==> src/rtl/df_merge_rr.sv <==
// Round-robin, tensor-granular merge of NUM_IN valid/ready producers onto one consumer.
// Arbitration is registered (one IDLE bubble per tensor); the beat data path is a pure mux.
module df_merge_rr #(
  parameter  int NUM_IN            = 2,
  parameter  int DATA_PRECISION_0  = 16,
  parameter  int DATA_PRECISION_1  = 3,
  parameter  int TENSOR_SIZE_DIM_0 = 4,
  parameter  int TENSOR_SIZE_DIM_1 = 1,
  parameter  int PARALLELISM_DIM_0 = 4,
  parameter  int PARALLELISM_DIM_1 = 1,
  localparam int PAR               = PARALLELISM_DIM_0 * PARALLELISM_DIM_1,
  localparam int BEATS_PER_TENSOR  = (TENSOR_SIZE_DIM_0 / PARALLELISM_DIM_0) *
                                     (TENSOR_SIZE_DIM_1 / PARALLELISM_DIM_1),
  localparam int ID_W              = (NUM_IN > 1) ? $clog2(NUM_IN) : 1
) (
  input  logic                        clk,
  input  logic                        rst,
  input  logic [DATA_PRECISION_0-1:0] data_in [NUM_IN*PAR],
  input  logic [NUM_IN-1:0]           data_in_valid,
  output logic [NUM_IN-1:0]           data_in_ready,
  output logic [DATA_PRECISION_0-1:0] data_out [PAR],
  output logic                        data_out_valid,
  input  logic                        data_out_ready,
  output logic [ID_W-1:0]             grant_id,
  output logic                        busy
);

  // state  | meaning
  // IDLE   | no grant held; arbitrate among valid requesters this cycle
  // LOCKED | grant_id owns the consumer until BEATS_PER_TENSOR fires
  localparam logic [0:0] IDLE   = 1'b0;
  localparam logic [0:0] LOCKED = 1'b1;

  localparam int              CNT_W     = $clog2(BEATS_PER_TENSOR) + 1;
  localparam int              SUM_W     = ID_W + 1;
  localparam logic [ID_W-1:0] LAST_ID   = ID_W'(NUM_IN - 1);
  localparam logic [CNT_W-1:0] LAST_BEAT = CNT_W'(BEATS_PER_TENSOR - 1);

  if (NUM_IN < 1 || BEATS_PER_TENSOR < 1 || DATA_PRECISION_1 > DATA_PRECISION_0) begin : g_bad_cfg
    $error("df_merge_rr: invalid parameterisation");
  end

  logic [0:0]       state;
  logic [ID_W-1:0]  rr_ptr;
  logic [CNT_W-1:0] beat_cnt;
  logic [ID_W-1:0]  pick_idx;
  logic             pick_found;
  logic [SUM_W-1:0] cand_sum;
  logic             fire;

  // Circular first-set search starting at rr_ptr; operands stay below NUM_IN so one subtract wraps.
  always_comb begin
    pick_found = 1'b0;
    pick_idx   = rr_ptr;
    cand_sum   = '0;
    for (int k = 0; k < NUM_IN; k++) begin
      cand_sum = {1'b0, rr_ptr} + SUM_W'(k);
      if (cand_sum >= SUM_W'(NUM_IN)) cand_sum = cand_sum - SUM_W'(NUM_IN);
      if (!pick_found && data_in_valid[cand_sum[ID_W-1:0]]) begin
        pick_found = 1'b1;
        pick_idx   = cand_sum[ID_W-1:0];
      end
    end
  end

  assign busy           = (state == LOCKED);
  assign data_out_valid = busy && data_in_valid[grant_id];
  assign fire           = data_out_valid && data_out_ready;

  always_comb begin
    data_in_ready = '0;
    if (busy) data_in_ready[grant_id] = data_out_ready;
  end

  // grant_id is 0 out of reset, so the idle output shows requester 0 rather than X.
  always_comb begin
    for (int j = 0; j < PAR; j++) data_out[j] = data_in[j];
    for (int i = 1; i < NUM_IN; i++) begin
      if (grant_id == ID_W'(i)) begin
        for (int j = 0; j < PAR; j++) data_out[j] = data_in[i*PAR + j];
      end
    end
  end

  always_ff @(posedge clk or negedge rst) begin
    if (!rst) begin
      state    <= IDLE;
      rr_ptr   <= '0;
      beat_cnt <= '0;
      grant_id <= '0;
    end else begin
      case (state)
        IDLE: begin
          if (pick_found) begin
            grant_id <= pick_idx;
            state    <= LOCKED;
          end
        end
        LOCKED: begin
          if (fire) begin
            if (beat_cnt == LAST_BEAT) begin
              beat_cnt <= '0;
              rr_ptr   <= (grant_id == LAST_ID) ? '0 : grant_id + 1'b1;
              state    <= IDLE;
            end else begin
              beat_cnt <= beat_cnt + 1'b1;
            end
          end
        end
        default: state <= IDLE;
      endcase
    end
  end

endmodule

==> config.mk <==
export PLATFORM = sky130hd
export DESIGN_NAME = df_merge_rr
export DESIGN_NICKNAME = d
export VERILOG_FILES = /design/src/rtl/df_merge_rr.sv
export SDC_FILE = /design/constraint.sdc
export NUM_CORES = 1
export LEC_CHECK = 0
export ABC_AREA = 1
export ABC_CLOCK_PERIOD_IN_PS = 3600
export CAP_MARGIN = 20
export CORE_AREA = 2 2 79 81
export DETAILED_ROUTE_END_ITERATION = 8
export DIE_AREA = 0 0 81 83
export PLACE_DENSITY = 0.73
export SYNTH_ARGS = -nofsm -noshare
export SYNTH_HDL_FRONTEND = slang
export SYNTH_SLANG_ARGS = --single-unit
==> constraint.sdc <==
create_clock -name clk -period 3.6 [get_ports clk]
set_input_delay 0.72 -clock clk [delete_from_list [all_inputs] [get_ports clk]]
set_output_delay 0.72 -clock clk [all_outputs]
set_load 0.01 [all_outputs]
==> flow_summary.ini, run 1 <==
[power_and_ir_drop]
vdd_drop_max_mv = 0.409
power_frac_seq = 0.041
p_int_uw = 904
powerDensity_nw_per_um2 = 528
switchingPower_uw = 713
clockPowerShare = 0.061
swShare = 0.441
leakage_nw = 1.47
p_comb_frac = 0.898

[die]
core_region_area_um2 = 5820
die_area_um2 = 6720
rows = 28
die_x_um = 81
io_pins = 202
die_h_um = 83
start_util = 0.164

[sta]
hold_viol_final = 0
period_needed_ns = 2.81
skew_ns = 0.000598
worstMarginPinSlew_ns = 0.667
fin_crit_sh = 0.779
relSlewSlack = 0.555
final.setup.worst_slack_ns = 0.795
timing.fmax_ghz = 0.356
tns_ns = 0
setup_viol = 0
maxSlewViolCount = 0
grt_setup_unrepaired = no

[clock_tree]
cts_made_buffers = 3
postCtsHoldBufs = 0
post_cts_buffers = 0
cts.clk_slew.worst_paths_ns = 0.03
clock-sinks = 3
ctsResizeCount = 0
clock_path_buffers = 2
cts_root_buf = clkbuf_8
htree_levels = 1
cts_tree = yes
clkLatencyLatePin_ns = 0.22

[worst_setup_path]
r2r_end = busy
critical-path-max-stage-delay_ns = 0.58
slowest_stage = clkdlybuf4s50_1
reg2reg_slack_ns = 2.12
cp_top_family = buffers and inverters
worstPathMaxFanout = 3
worstPathArrival_ns = 2.09
startpoint_type = primary input
path_class = primary input to output port
reg2regPathDepth = 6
worstPathRequired_ns = 2.88
r2r_start = grant_id
path_buf_inv = 3
cp-end-kind = output port
path_common_cell = clkdlybuf4s50_1
crit_path_cell_trace = clkdlybuf4s50_1 -> inv_1 -> nor3_1 -> clkdlybuf4s50_1

[yosys]
synth_edf_count = 0
synth_area_per_cell_um2 = 4.17
synth_fp_nets = 362
yosys_warnings = 0
async_reset_ff_frac = 1.00
synth_top_area_share = 0.790
yosysTopAreaCell = nand2_1
syn-cell-area_um2 = 955
ys.flop_type = dfrtp_1
synth.distinct_cells = 13
yosys_register_bits = 3
yosys-top-cells-area = nand2_1 (79%), dfrtp_1 (7.9%), buf_2 (4.7%)
synth.most_common_cell = nand2_1
syn_inst = 229
ys_seq_area_frac = 0.0786
synth_common_cells = nand2_1 (201), buf_2 (9), clkbuf_1 (3), dfrtp_1 (3), inv_1 (3)

[drt]
wire_per_inst_um = 11.3
vias = 2023
firstDrtPassIters = 3
avgViaCountPerCell = 4.07
finalWirelength_um = 5590
drt_iter0_markers = 29
drc = 0
antenna_left = 0

[layout]
drive_gt1_frac = 0.0166
final_cells = 497
nets = 556
areaGrowthSynthToFinish_pct = 221
n_antenna_cell = 0

[grt]
gr-total-overflow = 0
grt_pass1_vias = 2014
grt_first_pass_wirelength_um = 8630
antenna_found_initial = 0
grt_usage = 0.155
grt_max_degree = 69

[placement]
post-dp-hpwl_um = 4580
place_congestion = 0.733
port_buffers = 201
dp.cells = 493
place_ws_ns = 0.792

[flow_run]
timing.max_cap.violations = 0

[worst_hold_path]
min_to = rr_ptr
hold_depth = 2
hold_path_class = register to register
hp-start = rr_ptr

[run_status]
status = complete, no violations
==> metal layers <==
metal  up-vias  GRT usage  part of all wire
met4         0     0.0601             0.021
met2       121      0.289              0.49
li1       1067          -                 -
met5         -          0                 0
met1       819      0.149              0.36
met3        16     0.0565              0.13
==> cells in the final DEF, fill, tap and decap left out <==
master,n
inv_1,3
dfrtp_2,1
nand2_1,201
buf_12,1
clkbuf_1,1
buf_4,1
nand4_1,1
a21oi_1,1
nand3_1,1
clkbuf_8,3
nor3_1,2
o211ai_1,1
clkdlybuf4s50_1,201
dfrtp_1,2
o21ai_0,1
inv_2,1
==> worst max path at each step <==
| stage | from | endpoint | slack [ns] | depth (start not counted) |
|---|---|---|---|---|
| finish | data_out_ready | data_in_ready[1] | 0.79 | 4 |
| floorplan | data_out_ready | data_in_ready[0] | 1.84 | 2 |
| detailed placement | data_out_ready | data_in_ready[1] | 0.79 | 4 |
| global placement | data_out_ready | data_in_ready[1] | 0.80 | 4 |
| global route | grant_id | data_out[51] | 0.65 | 5 |
| CTS | data_out_ready | data_in_ready[1] | 0.77 | 4 |
==> kinds of logic (layout without fill, tap and decap cells) <==
group | after synthesis | count (layout) | synth area share
AO/OA/AOI/OAI | 3 | 3 | 0.0183
flip-flops | 3 | 3 | 0.0786
buffers and inverters | 18 | 211 | 0.0904
AND/OR/NAND/NOR | 205 | 205 | 0.813
==> final cells by class <==
cell class | instances | area (um2)
clock buffers | 4 | 45.0
fillers | 577 | 2750
inverters | 4 | 15.0
multi-input cells | 208 | 793
flip-flops and latches | 3 | 76.3
well taps | 75 | 93.8
repair buffers | 203 | 2040
==> worst min-delay path, stage by stage, from the launching register on <==
cell and delay (ns):
dfrtp_1 0.35, nand2_1 0.06, nand2_1 0.05
==> power groups by stage <==
stage / Clock (mW) / Combinational [mW] / Sequential [mW]
finish: 0.0987 / 1.45 / 0.0666
global route: 0.103 / 1.60 / 0.0686
CTS: 0.101 / 1.48 / 0.0665
detailed placement: 0 / 1.47 / 0.0667
global placement: 0 / 1.45 / 0.0666
floorplan: 0 / 0.633 / 0.0700
==> registers in the layout, summed over array words and instances, names as in the netlist <==
| register | cells |
|---|---|
| busy | 1 |
| rr_ptr | 1 |
| grant_id | 1 |
==> stage by stage <==
stage          power (mW)  area [um2]   util  hold slack, ns
6_report             1.62        3060  0.527           0.494
5_1_grt              1.77        3060  0.527           0.518
4_1_cts              1.64        3060  0.527           0.491
3_5_place_dp         1.54        3020  0.519           0.480
3_3_place_gp         1.52        3020  0.519           0.476
2_1_floorplan       0.703         955      -           0.424
Note: power is estimated with default switching activity, not from simulation.
==> run 2, diff against run 1 <==
==> config.mk (replaced) <==
export PLATFORM = sky130hd
export DESIGN_NAME = df_merge_rr
export DESIGN_NICKNAME = d
export VERILOG_FILES = /design/src/rtl/df_merge_rr.sv
export SDC_FILE = /design/constraint.sdc
export NUM_CORES = 1
export LEC_CHECK = 0
export ABC_AREA = 1
export ABC_CLOCK_PERIOD_IN_PS = 2350
export CAP_MARGIN = 20
export CORE_MARGIN = 1.5
export CORE_UTILIZATION = 17
export DETAILED_ROUTE_END_ITERATION = 8
export PLACE_DENSITY = 0.79
export SYNTH_ARGS = -nofsm -noshare
export SYNTH_HDL_FRONTEND = slang
export SYNTH_SLANG_ARGS = --single-unit
==> constraint.sdc (replaced) <==
create_clock -name clk -period 2.35 [get_ports clk]
set_input_delay 0.47 -clock clk [delete_from_list [all_inputs] [get_ports clk]]
set_output_delay 0.47 -clock clk [all_outputs]
set_load 0.01 [all_outputs]
==> run 2 against run 1 <==
Total power grew 55%. Sequential power grew 64%. Critical endpoint is now data_out_valid. Combinational power grew 55%. Final cell count shrank 0.20%.
==> flow_summary.ini, run 2 (synthesized netlist as in run 1, its figures left out) <==
[run_status]
status = complete, no violations

[worst_setup_path]
worstPathMaxFanout = 4
cp-end-kind = output port
r2r_start = grant_id
worstPathArrival_ns = 1.77
worstPathRequired_ns = 1.88
reg2regPathDepth = 7
reg2reg_slack_ns = 1.15
startpoint_type = primary input
r2r_end = busy
path_class = primary input to output port

[layout]
areaGrowthSynthToFinish_pct = 224
layout_commonest_cell = nand2_1
n_antenna_cell = 0
seqCellArea_um2 = 76.3
multi_input_area_um2 = 793
nFillCells = 532
drive_gt1_frac = 0.0212
mostFrequentLayoutCells = nand2_1 (201), clkdlybuf4s50_1 (200), inv_1 (3), clkbuf_8 (3)
nets = 558

[sta]
hold_viol_final = 0
fin_crit_sh = 0.955
whs_ns = 0.437
tns_ns = 0
relSlewSlack = 0.833
setup_viol = 0
final.setup.worst_slack_ns = 0.107
timing.fmax_ghz = 0.446
period_needed_ns = 2.24
skew_ns = 0.00155
maxSlewViolCount = 0
grt_setup_unrepaired = no
worstMarginPinSlew_ns = 0.250

[drt]
firstDrtPassIters = 4
vias = 2029
wire_per_inst_um = 10.5
finalWirelength_um = 5230
antenna_left = 0
drc = 0
drt_iter0_markers = 32
avgViaCountPerCell = 4.09

[placement]
port_buffers = 201
post-dp-hpwl_um = 4340
place_congestion = 0.718
place_ws_ns = 0.0397

[die]
rows = 27
start_util = 0.174
die_area_um2 = 6070
die_h_um = 77.9
io_pins = 202
die_x_um = 77.9
core_region_area_um2 = 5470

[flow_run]
timing.max_cap.violations = 0

[grt]
grt_pass1_vias = 1935
grt_first_pass_wirelength_um = 8040
gr-total-overflow = 0
grt_usage = 0.160
antenna_found_initial = 0
grt_max_degree = 44

[power_and_ir_drop]
leakage_nw = 1.50
vdd_drop_max_mv = 0.629
total_power_mw = 2.51
powerDensity_nw_per_um2 = 811

[clock_tree]
clock_path_buffers = 2
clkLatencyLatePin_ns = 0.21
htree_levels = 1
ctsResizeCount = 0
cts_root_buf = clkbuf_8
post_cts_buffers = 0
cts_tree = yes
cts_made_buffers = 3
clock-sinks = 3
postCtsHoldBufs = 0
cts.clk_slew.worst_paths_ns = 0.03

[worst_hold_path]
hold_path_class = primary input to async pin
## run 2: changes by cell type in the layout (fill, tap and decap cells not counted), sizes merged
cell and change:
buf +2, dlymetal6s2s +1, clkdlybuf4s50 -1
## run 2: routing by layer
layer  vias up  wire length [um]  GRT usage
met3         6               565     0.0447
met4         0                70     0.0482
met5         -                 0          0
met1       846              2000      0.157
met2       109              2590      0.317
li1       1068                 -          -
## run 2: worst max path at each step
stage,startpoint,slack (ns),endpoint,depth (start not counted)
after floorplan,grant_id,0.85,data_out[0],5
after global placement,data_out_ready,0.06,data_in_ready[0],4
after detailed placement,data_out_ready,0.04,data_in_ready[0],4
after CTS,data_out_ready,0.04,data_in_ready[0],4
after global routing,data_in_valid[0],0.01,data_out_valid,4
final,data_in_valid[0],0.11,data_out_valid,4
## run 2: cell type report
class                   instances  share of cell area
clock buffers                   4              0.0146
inverters                       4             0.00486
multi-input cells             208               0.257
flip-flops and latches          3              0.0247
well taps                      72              0.0292
repair buffers                205               0.670
## run 2: per-stage QoR
stage | instances | cell area [um2] | util
finish | 496 | 3090 | 0.564
global route | 496 | 3090 | 0.564
CTS | 496 | 3090 | 0.564
detailed placement | 492 | 3040 | 0.556
global placement | 492 | 3040 | 0.556
floorplan | 229 | 955 | -
## run 2: worst max-delay path, cell delays in order
cell,delay [ns]
clkdlybuf4s50_1,0.52
nand2_1,0.09
a21oi_1,0.14
clkdlybuf4s50_1,0.55
## run 2: power breakdown
| group | internal, mW | total, mW | switching (mW) |
|---|---|---|---|
| registers | 0.0787 | 0.109 | 0.0304 |
| clock network | 0.116 | 0.149 | 0.0333 |
| logic | 1.23 | 2.25 | 1.02 |
| total | 1.42 | 2.51 | 1.09 |
